## src/rtl/pc_gen_ras.sv

```systemverilog
// Fetch-stage program counter with next-PC selection and a circular return-address stack.
// The RAS predicts returns in a single cycle; when full, the oldest entry is overwritten.
module pc_gen_ras #(
  parameter int unsigned PC_WIDTH     = 32,
  parameter logic [31:0] RESET_VECTOR = 32'hBFC00000,
  parameter int unsigned RAS_DEPTH    = 8,
  parameter int unsigned INSTR_BYTES  = 4
) (
  input  logic                        clk_i,
  input  logic                        rst_i,
  input  logic                        en_i,
  input  logic                        flush_i,
  input  logic [PC_WIDTH-1:0]         flush_target_i,
  input  logic                        jalr_instr_i,
  input  logic [PC_WIDTH-1:0]         jta_jalr_i,
  input  logic                        ret_i,
  input  logic                        call_i,
  input  logic                        jump_taken_i,
  input  logic [PC_WIDTH-1:0]         imm_ext_i,
  output logic [PC_WIDTH-1:0]         pc_o,
  output logic [PC_WIDTH-1:0]         pc_plus4_o,
  output logic [$clog2(RAS_DEPTH):0]  ras_count_o,
  output logic                        ras_empty_o,
  output logic                        ras_full_o,
  output logic                        ras_overflow_o,
  output logic                        ras_underflow_o,
  output logic                        misalign_o
);

  localparam int unsigned PTR_W = $clog2(RAS_DEPTH);
  localparam int unsigned CNT_W = PTR_W + 1;
  localparam logic [PTR_W-1:0]    PTR_ONE  = PTR_W'(1);
  localparam logic [CNT_W-1:0]    CNT_ONE  = CNT_W'(1);
  localparam logic [CNT_W-1:0]    CNT_FULL = CNT_W'(RAS_DEPTH);
  localparam logic [PC_WIDTH-1:0] PC_RST   = PC_WIDTH'(RESET_VECTOR);
  localparam logic [PC_WIDTH-1:0] PC_STEP  = PC_WIDTH'(INSTR_BYTES);

  logic [PC_WIDTH-1:0] r_pc;
  logic [PTR_W-1:0]    r_ptr;
  logic [CNT_W-1:0]    r_count;
  logic                r_overflow;
  logic                r_underflow;
  logic [PC_WIDTH-1:0] r_ras [RAS_DEPTH];

  logic [PC_WIDTH-1:0] w_pc_plus;
  logic [PC_WIDTH-1:0] w_jalr_tgt;
  logic [PC_WIDTH-1:0] w_ras_top;
  logic [PTR_W-1:0]    w_top_idx;
  logic                w_empty;
  logic                w_full;
  logic                w_adv;
  logic                w_pop_hit;

  logic [PC_WIDTH-1:0] w_pc_nxt;
  logic [PTR_W-1:0]    w_ptr_nxt;
  logic [CNT_W-1:0]    w_count_nxt;
  logic                w_overflow_nxt;
  logic                w_underflow_nxt;
  logic                w_wr_en;
  logic [PTR_W-1:0]    w_wr_idx;

  assign w_pc_plus  = r_pc + PC_STEP;
  assign w_jalr_tgt = {jta_jalr_i[PC_WIDTH-1:1], 1'b0};
  assign w_top_idx  = r_ptr - PTR_ONE;
  assign w_ras_top  = r_ras[w_top_idx];
  assign w_empty    = (r_count == '0);
  assign w_full     = (r_count == CNT_FULL);
  assign w_adv      = en_i & ~flush_i;
  assign w_pop_hit  = ret_i & ~w_empty;

  // Next-PC priority: flush, stall, JALR, RAS return, PC-relative, sequential.
  always_comb begin
    w_pc_nxt = w_pc_plus;
    if (flush_i) begin
      w_pc_nxt = flush_target_i;
    end else if (!en_i) begin
      w_pc_nxt = r_pc;
    end else if (jalr_instr_i) begin
      w_pc_nxt = w_jalr_tgt;
    end else if (w_pop_hit) begin
      w_pc_nxt = w_ras_top;
    end else if (jump_taken_i) begin
      w_pc_nxt = r_pc + imm_ext_i;
    end
  end

  // RAS bookkeeping; a simultaneous call/return on a non-empty stack swaps the top in place.
  always_comb begin
    w_ptr_nxt       = r_ptr;
    w_count_nxt     = r_count;
    w_overflow_nxt  = 1'b0;
    w_underflow_nxt = 1'b0;
    w_wr_en         = 1'b0;
    w_wr_idx        = r_ptr;
    if (w_adv) begin
      w_underflow_nxt = ret_i & w_empty;
      if (call_i && w_pop_hit) begin
        w_wr_en  = 1'b1;
        w_wr_idx = w_top_idx;
      end else if (call_i) begin
        w_wr_en        = 1'b1;
        w_wr_idx       = r_ptr;
        w_ptr_nxt      = r_ptr + PTR_ONE;
        w_overflow_nxt = w_full;
        if (!w_full) begin
          w_count_nxt = r_count + CNT_ONE;
        end
      end else if (w_pop_hit) begin
        w_ptr_nxt   = w_top_idx;
        w_count_nxt = r_count - CNT_ONE;
      end
    end
  end

  always_ff @(posedge clk_i or posedge rst_i) begin
    if (rst_i) begin
      r_pc        <= PC_RST;
      r_ptr       <= '0;
      r_count     <= '0;
      r_overflow  <= 1'b0;
      r_underflow <= 1'b0;
      for (int i = 0; i < int'(RAS_DEPTH); i++) begin
        r_ras[i] <= '0;
      end
    end else begin
      r_pc        <= w_pc_nxt;
      r_ptr       <= w_ptr_nxt;
      r_count     <= w_count_nxt;
      r_overflow  <= w_overflow_nxt;
      r_underflow <= w_underflow_nxt;
      if (w_wr_en) begin
        r_ras[w_wr_idx] <= w_pc_plus;
      end
    end
  end

  assign pc_o            = r_pc;
  assign pc_plus4_o      = w_pc_plus;
  assign ras_count_o     = r_count;
  assign ras_empty_o     = w_empty;
  assign ras_full_o      = w_full;
  assign ras_overflow_o  = r_overflow;
  assign ras_underflow_o = r_underflow;
  assign misalign_o      = (r_pc[1:0] != 2'b00);

endmodule

```

## config.mk

```make
export PLATFORM = sky130hd
export DESIGN_NAME = pc_gen_ras
export DESIGN_NICKNAME = d
export VERILOG_FILES = /design/src/rtl/pc_gen_ras.sv
export SDC_FILE = /design/constraint.sdc
export NUM_CORES = 1
export LEC_CHECK = 0
export BUFFER_PORTS_ARGS = -buffer_cell sky130_fd_sc_hd__buf_2
export CELL_PAD_IN_SITES_DETAIL_PLACEMENT = 1
export CELL_PAD_IN_SITES_GLOBAL_PLACEMENT = 1
export CORE_MARGIN = 2
export CORE_UTILIZATION = 52
export CTS_BUF_LIST = sky130_fd_sc_hd__clkbuf_2 sky130_fd_sc_hd__clkbuf_4 sky130_fd_sc_hd__clkbuf_8
export DETAILED_ROUTE_END_ITERATION = 16
export PLACE_DENSITY_LB_ADDON = 0.08
export RECOVER_POWER = 100
export SLEW_MARGIN = 40
export SYNTH_ARGS = -nofsm -noshare
export SYNTH_HDL_FRONTEND = slang
export SYNTH_SLANG_ARGS = --single-unit
export TNS_END_PERCENT = 10
```

## constraint.sdc

```tcl
create_clock -name clk_i -period 29.8 [get_ports clk_i]
set_input_delay 5.96 -clock clk_i [delete_from_list [all_inputs] [get_ports clk_i]]
set_output_delay 5.96 -clock clk_i [all_outputs]
set_load 0.01 [all_outputs]
```

==> out/results.md <==
| Metric | Value | Unit |
| --- | --- | --- |
| Final critical-path required period | 13.79 | ns |
| Static leakage power | 8.08 | nW |
| Post-synthesis register bit count | 297 | - |
| Setup TNS | 0 | ns |
| GRT Util Overall | 32.7 | % |
| Global-route wire length before repair | 83.4 | mm |
| Yosys top cell by area | sky130_fd_sc_hd__dfrtp_1 | - |
| Cells taking the most area after synthesis | sky130_fd_sc_hd__dfrtp_1, sky130_fd_sc_hd__mux4_2, sky130_fd_sc_hd__a21oi_1, sky130_fd_sc_hd__nor2_1, sky130_fd_sc_hd__nand2_1 | - |
| WHS | 0.477 | ns |
| Number of instances resized during post-cts repair | 0 | - |
| Most frequently used cell type in the post-synthesis netlist | sky130_fd_sc_hd__dfrtp_1 | - |
| Synth cell count leaders | sky130_fd_sc_hd__dfrtp_1, sky130_fd_sc_hd__a21oi_1, sky130_fd_sc_hd__nor2_1 | - |
| Fin crit share | 46.3 | % |
| Yosys warns | 0 | - |
| Wirelength, routed | 53.1 | mm |
| Startpoint Class | input pin | - |
| Nets@finish | 1959 | - |
| Initial Utilization | 52.4 | % |
| Die outline area | 0.0330 | mm^2 |
| Top-level I/O count | 177 | - |
| Max-capacitance violation count | 15 | - |
| Mapped Avg Cell Area | 9.85 | um^2 |
| Number of routed nets with antenna violations | 0 | - |
| Maximum fanout along the worst path | 52 | - |
| CTS root buffer | sky130_fd_sc_hd__clkbuf_8 | - |
| Sequential area share after synthesis | 45.3 | % |
| Total net switching power | 0.754 | mW |
| Clock slew at the register clock pins of the worst setup and hold paths | 0.06 | ns |
| Inserted Clock Buffers | 53 | - |
| Total number of vias | 13989 | - |
| Post CTS Setup Buffer Count | 0 | - |
| Internal power | 1.18 | mW |
| Die Ht | 182 | um |
| Max IR drop VDD | 0.0800 | mV |
| Largest net degree at the start of global routing | 80 | - |
| Worst setup path category | in2reg | - |
| Antenna Diode Count | 0 | - |
| Relative contribution of sequential cells to total power | 36.4 | % |
| Placement Setup Slack | 20.09 | ns |
| Total DRC errors in the routed layout | 0 | - |
| Post-Synthesis Cells | 1666 | - |
| Violations in the final reports | capacitance limit, slew limit | - |
| Layout filler cell count | 3613 | - |
| Crit path arrival time | 14.09 | ns |
| Area of the core | 0.0313 | mm^2 |
| Multi-input gate area in the final layout | 0.00806 | mm^2 |
| CTS tree | built | - |
| Actual slew at the worst max-slew pin | 4.11 | ns |
| Clock network fraction of design power | 21.2 | % |
| Remaining max-slew budget at the tightest pin | -174 | % |
| Post-synthesis cell area | 0.0164 | mm^2 |
| Class of the tightest hold or removal check | reg2reg | - |
| Final setup slack of the worst path | 16.01 | ns |
| Row count | 65 | - |
| Post-route core utilization | 58.4 | % |
| Cts hold-fix bufs | 0 | - |
| Crit path required time | 30.10 | ns |
| Hold Fails Final Rpt | 0 | - |
| Share of flip-flops with an asynchronous set or reset after synthesis | 100 | % |
| Worst-skew pair later-pin latency | 0.60 | ns |
| Vias in the first global route | 14512 | - |
| Placed Cells incl. Taps | 2161 | - |
| Outcome | finished with violations | - |
| Unique masters post-synth | 87 | - |
| HPWL Detailed | 35.2 | mm |
| Overall overflow remaining after global route | 0 | - |
| Iteration-0 DRC Markers | 939 | - |
| Relative area change from synthesis to final layout | 11.5 | % |
| Die Wd | 182 | um |
| Placer Congestion | 0.914 | - |
| Most common flop cell mapped by yosys | sky130_fd_sc_hd__dfrtp_1 | - |
| Max-slew violation total from the final report | 785 | - |
| Power after layout | 1.93 | mW |
| Synth top area share | 43.9 | % |
| Design area | 0.0183 | mm^2 |
| Layout Cells excl Fill | 2252 | - |
| Count of port buffers added during placement | 175 | - |
| Layout cell share with drive strength beyond 1 | 19.1 | % |
| Clock sink count | 297 | - |
| Setup clock skew after layout | 0.0343 | ns |
| Average detailed-routed wire length per instance | 23.6 | um |
| Total number of H-tree levels | 2 | - |
| Post-synth EDFFs | 0 | - |
| Power density cells | 106 | mW/mm^2 |
| Number of antenna violations at the first check in global routing | 0 | - |
| Maximum number of buffers from clock root to sink | 3 | - |
| Endpoint type of the worst setup path | flip-flop | - |
| Storage element area | 0.00745 | mm^2 |
| Net count of the mapped netlist | 1810 | - |
| Detail-routed via count per cell | 6.21 | - |
| Setup violations, final | 0 | - |
| Unrepaired setup endpoints after global routing | no | - |
| Switching share of power | 39.0 | % |
| Combinational share of power | 42.5 | % |
| FMAX | 72.5 | MHz |
| Dpl cell area | 0.0175 | mm^2 |
| Pre-Repair DR Iteration Count | 5 | - |
final cells by class:
type                    count  area share (%)
multi-input cells        1207            44.0
clock buffers              80            5.37
well taps                 402            2.75
flip-flops and latches    297            40.7
clock inverters            10           0.779
repair buffers            206            5.34
inverters                  50            1.03
power by group through the flow:
stage | combinational [mW] | sequential (mW) | clock, mW
global placement | 0.790 | 0.690 | 0
global route | 0.897 | 0.724 | 0.434
CTS | 0.830 | 0.701 | 0.415
floorplan | 0.622 | 0.659 | 0
detailed placement | 0.821 | 0.706 | 0
finish | 0.821 | 0.703 | 0.409
kinds of logic after synthesis:
group / synth area share (%)
AND/OR/NAND/NOR: 14.6
AO/OA/AOI/OAI: 16.7
adder cells (fa/ha/maj): 3.14
XOR/XNOR: 3.58
buffers and inverters: 4.92
flip-flops: 45.3
multiplexers: 11.7
cells in the final DEF, fill, tap and decap left out, drive strengths merged, types with 7 or more instances in the layout:
| cell type | n |
|---|---|
| clkbuf | 140 |
| o21ai | 106 |
| a21oi | 254 |
| dfrtp | 288 |
| buf | 146 |
| mux4 | 64 |
| a31oi | 8 |
| dfstp | 9 |
| nand3 | 31 |
| a221oi | 7 |
| nor2 | 236 |
| nor3 | 20 |
| o221ai | 7 |
| inv | 50 |
| and2 | 8 |
| a21o | 16 |
| a211oi | 13 |
| mux2i | 18 |
| xnor2 | 27 |
| ha | 38 |
| nand4 | 15 |
| xor2 | 35 |
| and3 | 10 |
| mux2 | 26 |
| o211ai | 9 |
| nand2 | 156 |
| nor3b | 16 |
| a311oi | 8 |
| o22ai | 7 |
worst max-delay path: stages:
cell and delay, ns:
sky130_fd_sc_hd__buf_2 0.07, sky130_fd_sc_hd__clkbuf_1 1.46, sky130_fd_sc_hd__inv_1 0.54, sky130_fd_sc_hd__nor2_1 1.64, sky130_fd_sc_hd__a21oi_1 0.25, sky130_fd_sc_hd__a31oi_1 0.48
sky130_fd_sc_hd__nand3_1 0.37, sky130_fd_sc_hd__a21oi_1 0.86, sky130_fd_sc_hd__clkbuf_1 2.08, sky130_fd_sc_hd__a21oi_1 0.34
state kept, by name, indices dropped and copies added (netlist names):
signal           count
r_ras              256
pc_o                32
ras_count_o          4
r_ptr                3
ras_overflow_o       1
ras_underflow_o      1
path summary, 6_finish.rpt:
| check | slack [ns] | depth (start not counted) | endpoint | start |
|---|---|---|---|---|
| setup / recovery | 16.01 | 10 | r_ras[12] | en_i |
| hold / removal | 0.48 | 2 | r_ras[94] | r_ras[94] |
| setup reg to reg | 23.06 | 10 | r_ras[12] | ras_count_o[0] |
| hold reg to reg | 0.48 | 2 | r_ras[94] | r_ras[94] |
| max in group asynchronous | 17.61 | 4 | r_ptr[0] | rst_i |
| min in group asynchronous | 6.46 | 2 | r_ras[100] | rst_i |
routing by layer:
metal  vias to the layer above  track usage, %  part of all wire [%]
met5                         -               0                     0
met4                         0            8.81                   2.3
met3                        90            5.09                   6.2
met2                       464            52.4                    46
met1                      7196            46.6                    45
li1                       6239               -                     -
(Power assumes the default switching activity.)
